## src/rtl/multiword_addsub_seq.sv

```systemverilog
// multiword_addsub_seq
// Wide two's-complement add/subtract built from a single 4-bit slice that is
// stepped over NIBBLES nibbles, LSB first, with the carry held between cycles.
// Operands arrive over a valid/ready handshake. The result, carry and signed
// overflow are then held on a valid/ready output until the consumer takes them.
// Optional feature macro: ADDSUB_SAT_EN. When it is defined, an overflowing
// result is clamped to max-positive or min-negative as it enters DONE.
module multiword_addsub_seq #(
  parameter int NIBBLES = 4
) (
  input  logic                   clk_i,
  input  logic                   rst_i,
  input  logic                   in_valid_i,
  output logic                   in_ready_o,
  input  logic [4*NIBBLES-1:0]   a_i,
  input  logic [4*NIBBLES-1:0]   b_i,
  input  logic                   sub_i,
  output logic                   out_valid_o,
  input  logic                   out_ready_i,
  output logic [4*NIBBLES-1:0]   result_o,
  output logic                   carry_o,
  output logic                   ovf_o,
  output logic                   busy_o
);

  localparam int W  = 4 * NIBBLES;
  localparam int CW = $clog2(NIBBLES);
  localparam logic [CW-1:0] LAST = CW'(NIBBLES - 1);

  typedef enum logic [1:0] {
    ST_IDLE = 2'd0,
    ST_RUN  = 2'd1,
    ST_DONE = 2'd2
  } state_t;

  state_t          state_q, state_d;
  logic [W-1:0]    a_q, a_d;
  logic [W-1:0]    b_q, b_d;
  logic            sub_q, sub_d;
  logic [CW-1:0]   cnt_q, cnt_d;
  logic            cin_q, cin_d;
  logic [W-1:0]    result_q, result_d;
  logic            carry_q, carry_d;
  logic            ovf_q, ovf_d;

  logic [CW+1:0]   idx_s;
  logic [3:0]      a_nib_s;
  logic [3:0]      t_nib_s;
  logic [4:0]      sum_s;
  logic            last_s;
  logic            ovf_s;

  // The 4-bit slice working on the nibble selected by cnt. B is inverted for subtract.
  always_comb begin
    idx_s   = {cnt_q, 2'b00};
    a_nib_s = a_q[idx_s +: 4];
    t_nib_s = b_q[idx_s +: 4] ^ {4{sub_q}};
    sum_s   = {1'b0, a_nib_s} + {1'b0, t_nib_s} + {4'b0000, cin_q};
    last_s  = (cnt_q == LAST);
    // Only meaningful on the MSB slice, where a_nib_s[3] is the sign of A.
    ovf_s   = (a_nib_s[3] == t_nib_s[3]) && (sum_s[3] != a_nib_s[3]);
  end

  // Next-state logic: capture operands in IDLE, step slices in RUN, hold in DONE.
  always_comb begin
    state_d  = state_q;
    a_d      = a_q;
    b_d      = b_q;
    sub_d    = sub_q;
    cnt_d    = cnt_q;
    cin_d    = cin_q;
    result_d = result_q;
    carry_d  = carry_q;
    ovf_d    = ovf_q;
    case (state_q)
      ST_IDLE: begin
        if (in_valid_i) begin
          a_d     = a_i;
          b_d     = b_i;
          sub_d   = sub_i;
          cnt_d   = '0;
          cin_d   = sub_i;
          state_d = ST_RUN;
        end else begin
          state_d = ST_IDLE;
        end
      end
      ST_RUN: begin
        result_d[idx_s +: 4] = sum_s[3:0];
        cin_d                = sum_s[4];
        if (last_s) begin
          carry_d = sum_s[4];
          ovf_d   = ovf_s;
          state_d = ST_DONE;
`ifdef ADDSUB_SAT_EN
          // Clamp toward the sign of A. Carry and ovf still report the raw values.
          if (ovf_s) begin
            if (a_nib_s[3]) begin
              result_d = {1'b1, {(W-1){1'b0}}};
            end else begin
              result_d = {1'b0, {(W-1){1'b1}}};
            end
          end else begin
            result_d[idx_s +: 4] = sum_s[3:0];
          end
`endif
        end else begin
          cnt_d   = cnt_q + CW'(1);
          state_d = ST_RUN;
        end
      end
      ST_DONE: begin
        if (out_ready_i) begin
          state_d = ST_IDLE;
        end else begin
          state_d = ST_DONE;
        end
      end
      default: begin
        state_d = ST_IDLE;
      end
    endcase
  end

  // State and datapath registers. Reset takes priority and drops any operation in flight.
  always_ff @(posedge clk_i) begin
    if (rst_i) begin
      state_q  <= ST_IDLE;
      a_q      <= '0;
      b_q      <= '0;
      sub_q    <= 1'b0;
      cnt_q    <= '0;
      cin_q    <= 1'b0;
      result_q <= '0;
      carry_q  <= 1'b0;
      ovf_q    <= 1'b0;
    end else begin
      state_q  <= state_d;
      a_q      <= a_d;
      b_q      <= b_d;
      sub_q    <= sub_d;
      cnt_q    <= cnt_d;
      cin_q    <= cin_d;
      result_q <= result_d;
      carry_q  <= carry_d;
      ovf_q    <= ovf_d;
    end
  end

  assign in_ready_o  = (state_q == ST_IDLE);
  assign out_valid_o = (state_q == ST_DONE);
  assign busy_o      = (state_q == ST_RUN);
  assign result_o    = result_q;
  assign carry_o     = carry_q;
  assign ovf_o       = ovf_q;

endmodule
```

## config.mk

```make
export PLATFORM = sky130hd
export DESIGN_NAME = multiword_addsub_seq
export DESIGN_NICKNAME = d
export VERILOG_FILES = /design/src/rtl/multiword_addsub_seq.sv
export SDC_FILE = /design/constraint.sdc
export NUM_CORES = 1
export LEC_CHECK = 0
export ABC_AREA = 0
export CORE_ASPECT_RATIO = 1.25
export CORE_MARGIN = 2
export CORE_UTILIZATION = 30
export DETAILED_ROUTE_END_ITERATION = 16
export GPL_TIMING_DRIVEN = 0
export SLEW_MARGIN = 15
export SYNTH_ARGS = -nofsm -noshare
export SYNTH_HDL_FRONTEND = slang
export SYNTH_SLANG_ARGS = --single-unit
```

## constraint.sdc

```tcl
create_clock -name clk_i -period 5.2 [get_ports clk_i]
set_clock_uncertainty 0.2 [all_clocks]
set_input_delay 0.52 -clock clk_i [delete_from_list [all_inputs] [get_ports clk_i]]
set_output_delay 0.52 -clock clk_i [all_outputs]
set_load 0.02 [all_outputs]
```

After elaboration in Yosys (flattened, before gate mapping)
Index checks and enable logic that the tools add are counted.
Word-level totals
  flip-flop bits (word level): 56
  input bits: 37
Cells by class
  $add $sub $neg: 4
  equality and inequality tests: 7
  shift-type cells: 4
  multiplexer cells: 10
  bitwise gates (word level): 1
  reduce and logical (&&, ||, !) cells: 7
Operator list (number)
  $shiftx 16x5->4: 2
  $bwmux 16: 1
  $shift 4x6->16 const A: 1
  $shiftx 4x6->16: 1
  $mux 2: 4
  $neg 4->6: 1
  $pmux 2 s3: 1
  $reduce_and 2->1: 3
  $add 4x4->5: 1
  $add 5x1->5: 1
  $eq 2x2->1 const B: 2
  $ne 2x2->1 const B: 2
  $pmux 2 s2: 1
  $xor 4x4->4: 1
  $reduce_and 3->1: 1
  $add 2x1->2 const B: 1
  $eq 2x1->1 const B: 1
  $logic_not 2->1: 1
  $mux 1: 2
  $pmux 1 s2: 1
  $reduce_bool 2->1: 1
  $eq 1x1->1: 1
  $logic_and 1x1->1: 1
  $ne 1x1->1: 1

Longest topological paths before layout
  depth in word-level cells: 6
  gate-level depth with buffers: 11

Worst setup path before layout
OpenSTA, ideal clock, no wires.
  path kind: register to register
  start: reg cnt_q[0]
  end: reg carry_q, in the netlist carry_o
  setup time: 0.128 ns
  arrival time: 2.546 ns
  setup slack: 2.326 ns
  cell stages (with the launch flop): 12
  period minus slack after synthesis: 2.874 ns
  cells stage by stage: dfxtp_1 buf_4 mux4_2 xnor2_1 fa_1 inv_1 fa_1 a21o_1 a21oi_1 nor2_1 a21oi_1 nor2_1
On the way
  longest elaborated chain between the ends: 4
  elaborated cells between the ends (all ways): 7
RTL lines
  from (decl): RTL line 40  | logic [CW-1:0] cnt_q, cnt_d;
  from (signal assigned): RTL line 142  | cnt_q <= cnt_d;
  $shiftx 16x5->4: RTL line 57  | t_nib_s = b_q[idx_s +: 4] ^ {4{sub_q}};
  $xor 4x4->4: RTL line 57
  $add 4x4->5: RTL line 58  | sum_s = {1'b0, a_nib_s} + {1'b0, t_nib_s} + {4'b0000, cin_q};
  $add 5x1->5: RTL line 58
  to (signal assigned): RTL line 145  | carry_q <= carry_d;
  to (decl): RTL line 43  | logic carry_q, carry_d;
Parallel ways exist; a longest one is shown, timed or not.
A chain may end at the register's enable or synchronous reset.

Worst setup path in the final report
Ends and elaborated chain as after synthesis.

==> flow_results.org <==
** Run status
- The flow ran to the end, and the final reports show no timing, DRC or antenna violations.

** Clock network
- Clock slew seen by the registers of the worst setup and hold paths :: 0.10 ns
- The number of clock buffers added by TritonCTS is 5.
- CTS tree :: done
- CTS saw 56 sinks.
- For this design, the CTS-stage hold fixing added 0 buffers.
- Post-CTS repair timing setup buffer count :: 0
- Once the clock tree was built, the resizer swapped 0 gates to a different size.
- The clock passes through at most 2 buffers.
- The tree is rooted in a clkbuf_8.
- The later pin in the worst-skew pair is clocked with a latency of 0.31 ns.
- CTS built an H-tree with a depth of 2.

** Synth
- Proportion of synthesized chip area in sequential cells :: 44.8%
- Post-synthesis cell area :: roughly 2500 um^2
- Of the total synthesized cell area, the portion taken by full adders, half adders and majority gates is about 6.1%.
- Total number of yosys warnings :: 0
- Each instance of the synthesized netlist takes up on average roughly 9 um^2.
- The synthesized design contains 0 enable-type register cells.
- Cells after synthesis :: around 280
- Fraction of synthesized area in multiplexers :: between 7 and 8%
- In the post-synthesis netlist, the biggest area contributors are dfxtp_1 (45%), nand2_1 (11%), a21oi_1 (7.8%).
- The synthesized netlist devotes 14.5% of its cell area to compound gates.
- Synthesized flop and latch total :: between 50 and 60
- Summing the areas of all xor and xnor instances in the mapped netlist gives 2.45% of the synthesized area.
- After Yosys synthesis, and, or, nand and nor cells account for around 20% of the synthesized area.
- Library cells used by synthesis :: 34
- By area, the combinational part of the netlist is dominated by simple AND/OR/NAND/NOR gates.
- Most common cell in the synthesized netlist :: nand2_1
- Of all flip-flops after synthesis, the portion carrying an async set or reset was 0%.
- Net count after synthesis :: 332
- The biggest area contributor in the post-synthesis netlist is dfxtp_1.
- Ranked by instance count, the synthesized netlist is headed by nand2_1 (76), dfxtp_1 (56), a21oi_1 (39).
- Ys flop type :: dfxtp_1
- Summed over its instances, the top area cell type makes up 44.8% of the synthesized netlist area.

** Drt
- DR vias/cell :: ~4.7
- Total wirelength of the detailed-routed design :: ~5.9 mm
- For this block, the via count after detailed routing is between 2,000 and 2,500.
- Number of DRC violations after detailed-routing iteration 0 :: 97
- Final ANT Viol Nets :: 0
- DRC Markers :: 0
- Number of optimization iterations in the first detailed-route pass :: 4
- After detailed routing, the average wire length per cell comes to 13.2 um.

** Power
- Summed over all cells, the static leakage comes to 1.23 nW.
- Worst-case vdd ir drop :: between 0.1 and 0.15 mV
- Power spread over the standard cell area amounts to 263 nW/um^2.

** Worst setup path
- The worst setup path is captured at a register.
- Largest fanout of any net on the critical path :: 10
- By startpoint and endpoint, the worst setup path is classified as reg2reg.
- Worst Path Arrival :: roughly 3.3 ns
- Minimum setup slack among reg-to-reg paths :: 1.92 ns
- Nature of the critical path startpoint :: register
- Data on the critical path is required at its endpoint by between 5 and 6 ns.

** STA
- Setup violations remaining at the end of the flow were counted as 0.
- Setup repair after global routing left no endpoint under its margin.
- Transition at the pin with the smallest max-transition slack :: around 0.50 ns
- The worst path uses between 60 and 70% of the clock period.
- Post-layout min period :: 3.28 ns
- Headroom to the max-slew limit :: between 60% and 70%
- In the final timing run, aggregate negative setup slack is 0 ns.
- Total count of max-transition violations in the final report :: 0
- Number of endpoints with negative hold slack in the final report :: 0
- Based on the critical path, the design can be clocked at up to between 0.3 and 0.4 GHz.
- Final hold analysis gives a worst-case slack of ~0.26 ns.
- Across all setup checks in the final design, the least slack found is between 1.5 and 2 ns.

** Die
- Core box area :: roughly 8100 um^2
- During I/O placement, the number of pins put on the boundary was 58.
- The floorplan step set the die width to 85.7 um.
- Die outline area :: about 9000 um^2
- Height of the chip :: 106 um
- Starting utilization of the core area :: approximately 31%
- The floorplan has 37 rows.

** GRT
- Maximum number of pins on one net before global-route repair :: 17
- First-pass GRT wire length :: around 9.4 mm
- For this run the aggregate overflow at the end of global routing stands at 0.
- Global routing used around an eighth of the available tracks.
- The via count of the first global-routing pass is approximately 2,000.
- Number of antenna violations at the first check in global routing :: 0

** Final layout
- Antenna diode count :: 0
- Fillers :: 851
- Once layout is complete, the utilization of the core stands at approximately two fifths.
- Area overhead of the layout relative to synthesis :: 31.0%
- In the final layout, flip-flops and latches occupy 1120 um^2.
- Fraction of layout instances using a drive strength above 1 :: a little under a tenth
- For this run, the post-layout net count is 395.
- In the final layout, the multi-input gates occupy approximately 1300 um^2.

** Placed design
- Once detailed placement completed, the half-perimeter wirelength came to about 4.6 mm.
- At the end of routability-driven placement, the weighted congestion stood at between 0.7 and 0.8.
- Prior to clock tree synthesis, the placed netlist has a worst setup slack of between 1.5 and 2 ns.
- During placement, the flow inserted port buffers numbering between 50 and 60.

** Hold path
- Type of the tightest min-delay check :: reg2reg

** Run
- Max cap viols :: 0
-- cells by family (layout without fill, tap and decap cells) --
logic type	after synthesis	in the layout
compound gates	61	61
flops	56	56
fa+ha+maj	11	11
buf+inv	24	88
simple gates	116	116
xor+xnor	7	7
mux	9	9
-- registers in the layout, summed over array words and instances (netlist names) --
register  count
a_q          16
b_q          16
carry_o       1
cin_q         1
cnt_q         2
ovf_o         1
result_o     16
state_q       2
sub_q         1
-- worst max-delay path, stage by stage, from the launching register on --
cell and delay [ns]:
dfxtp_1 0.54, buf_4 0.31, mux4_2 0.54, xnor2_1 0.20, fa_1 0.23, inv_1 0.06, fa_1 0.39, a21o_1 0.17
a21oi_1 0.27, nor2_1 0.07, a21oi_1 0.13, nor2_1 0.05
-- worst paths after layout --
kind / depth (start not counted) / start / endpoint
worst max register to register: 11 / cnt_q[0] / carry_o
worst min register to register: 2 / b_q[2] / b_q[2]
worst max-delay path: 11 / cnt_q[0] / carry_o
worst min-delay path: 2 / b_q[2] / b_q[2]
-- area by class of cell --
class	count	share of cell area [%]
timing repair buffer	56	17.1
multi-input combinational	204	38.9
tap	97	3.70
sequential	56	34.2
clock inverter	1	0.229
clock buffer	7	2.63
buffer	16	2.33
inverter	8	0.916
-- cell usage in the layout (no fill, tap or decap), drive strengths merged, types with 2 or more instances in the layout --
master,n
a21oi,39
a22oi,17
buf,10
clkbuf,13
clkdlybuf4s50,56
dfxtp,56
fa,2
ha,9
inv,8
mux4,8
nand2,78
nand2b,3
nor2,25
nor3,3
xor2,6
-- stage by stage --
step	instances	area [um^2]	total power [W]
after detailed placement	437	3180	0.000628
after global placement	437	3180	0.000625
after floorplan	284	2500	0.000563
after CTS	445	3280	0.000869
after global routing	445	3280	0.000906
final	445	3280	0.000862
-- power by group --
| part | switching, W | internal, W | total, W |
|---|---|---|---|
| registers | 0.0000124 | 0.000448 | 0.000460 |
| logic | 0.0000827 | 0.0000727 | 0.000155 |
| clock network | 0.000138 | 0.000109 | 0.000247 |
| total | 0.000233 | 0.000629 | 0.000862 |
-- routing by layer --
metal | global-route usage, % | vias to the layer above | routed length [um]
met5 | 0 | - | 0
met4 | 3.74 | 0 | 80
met3 | 2.33 | 6 | 176
met2 | 25.3 | 33 | 3220
met1 | 14.4 | 971 | 2400
li1 | - | 1076 | -
Note: power is estimated with default switching activity, not from simulation.
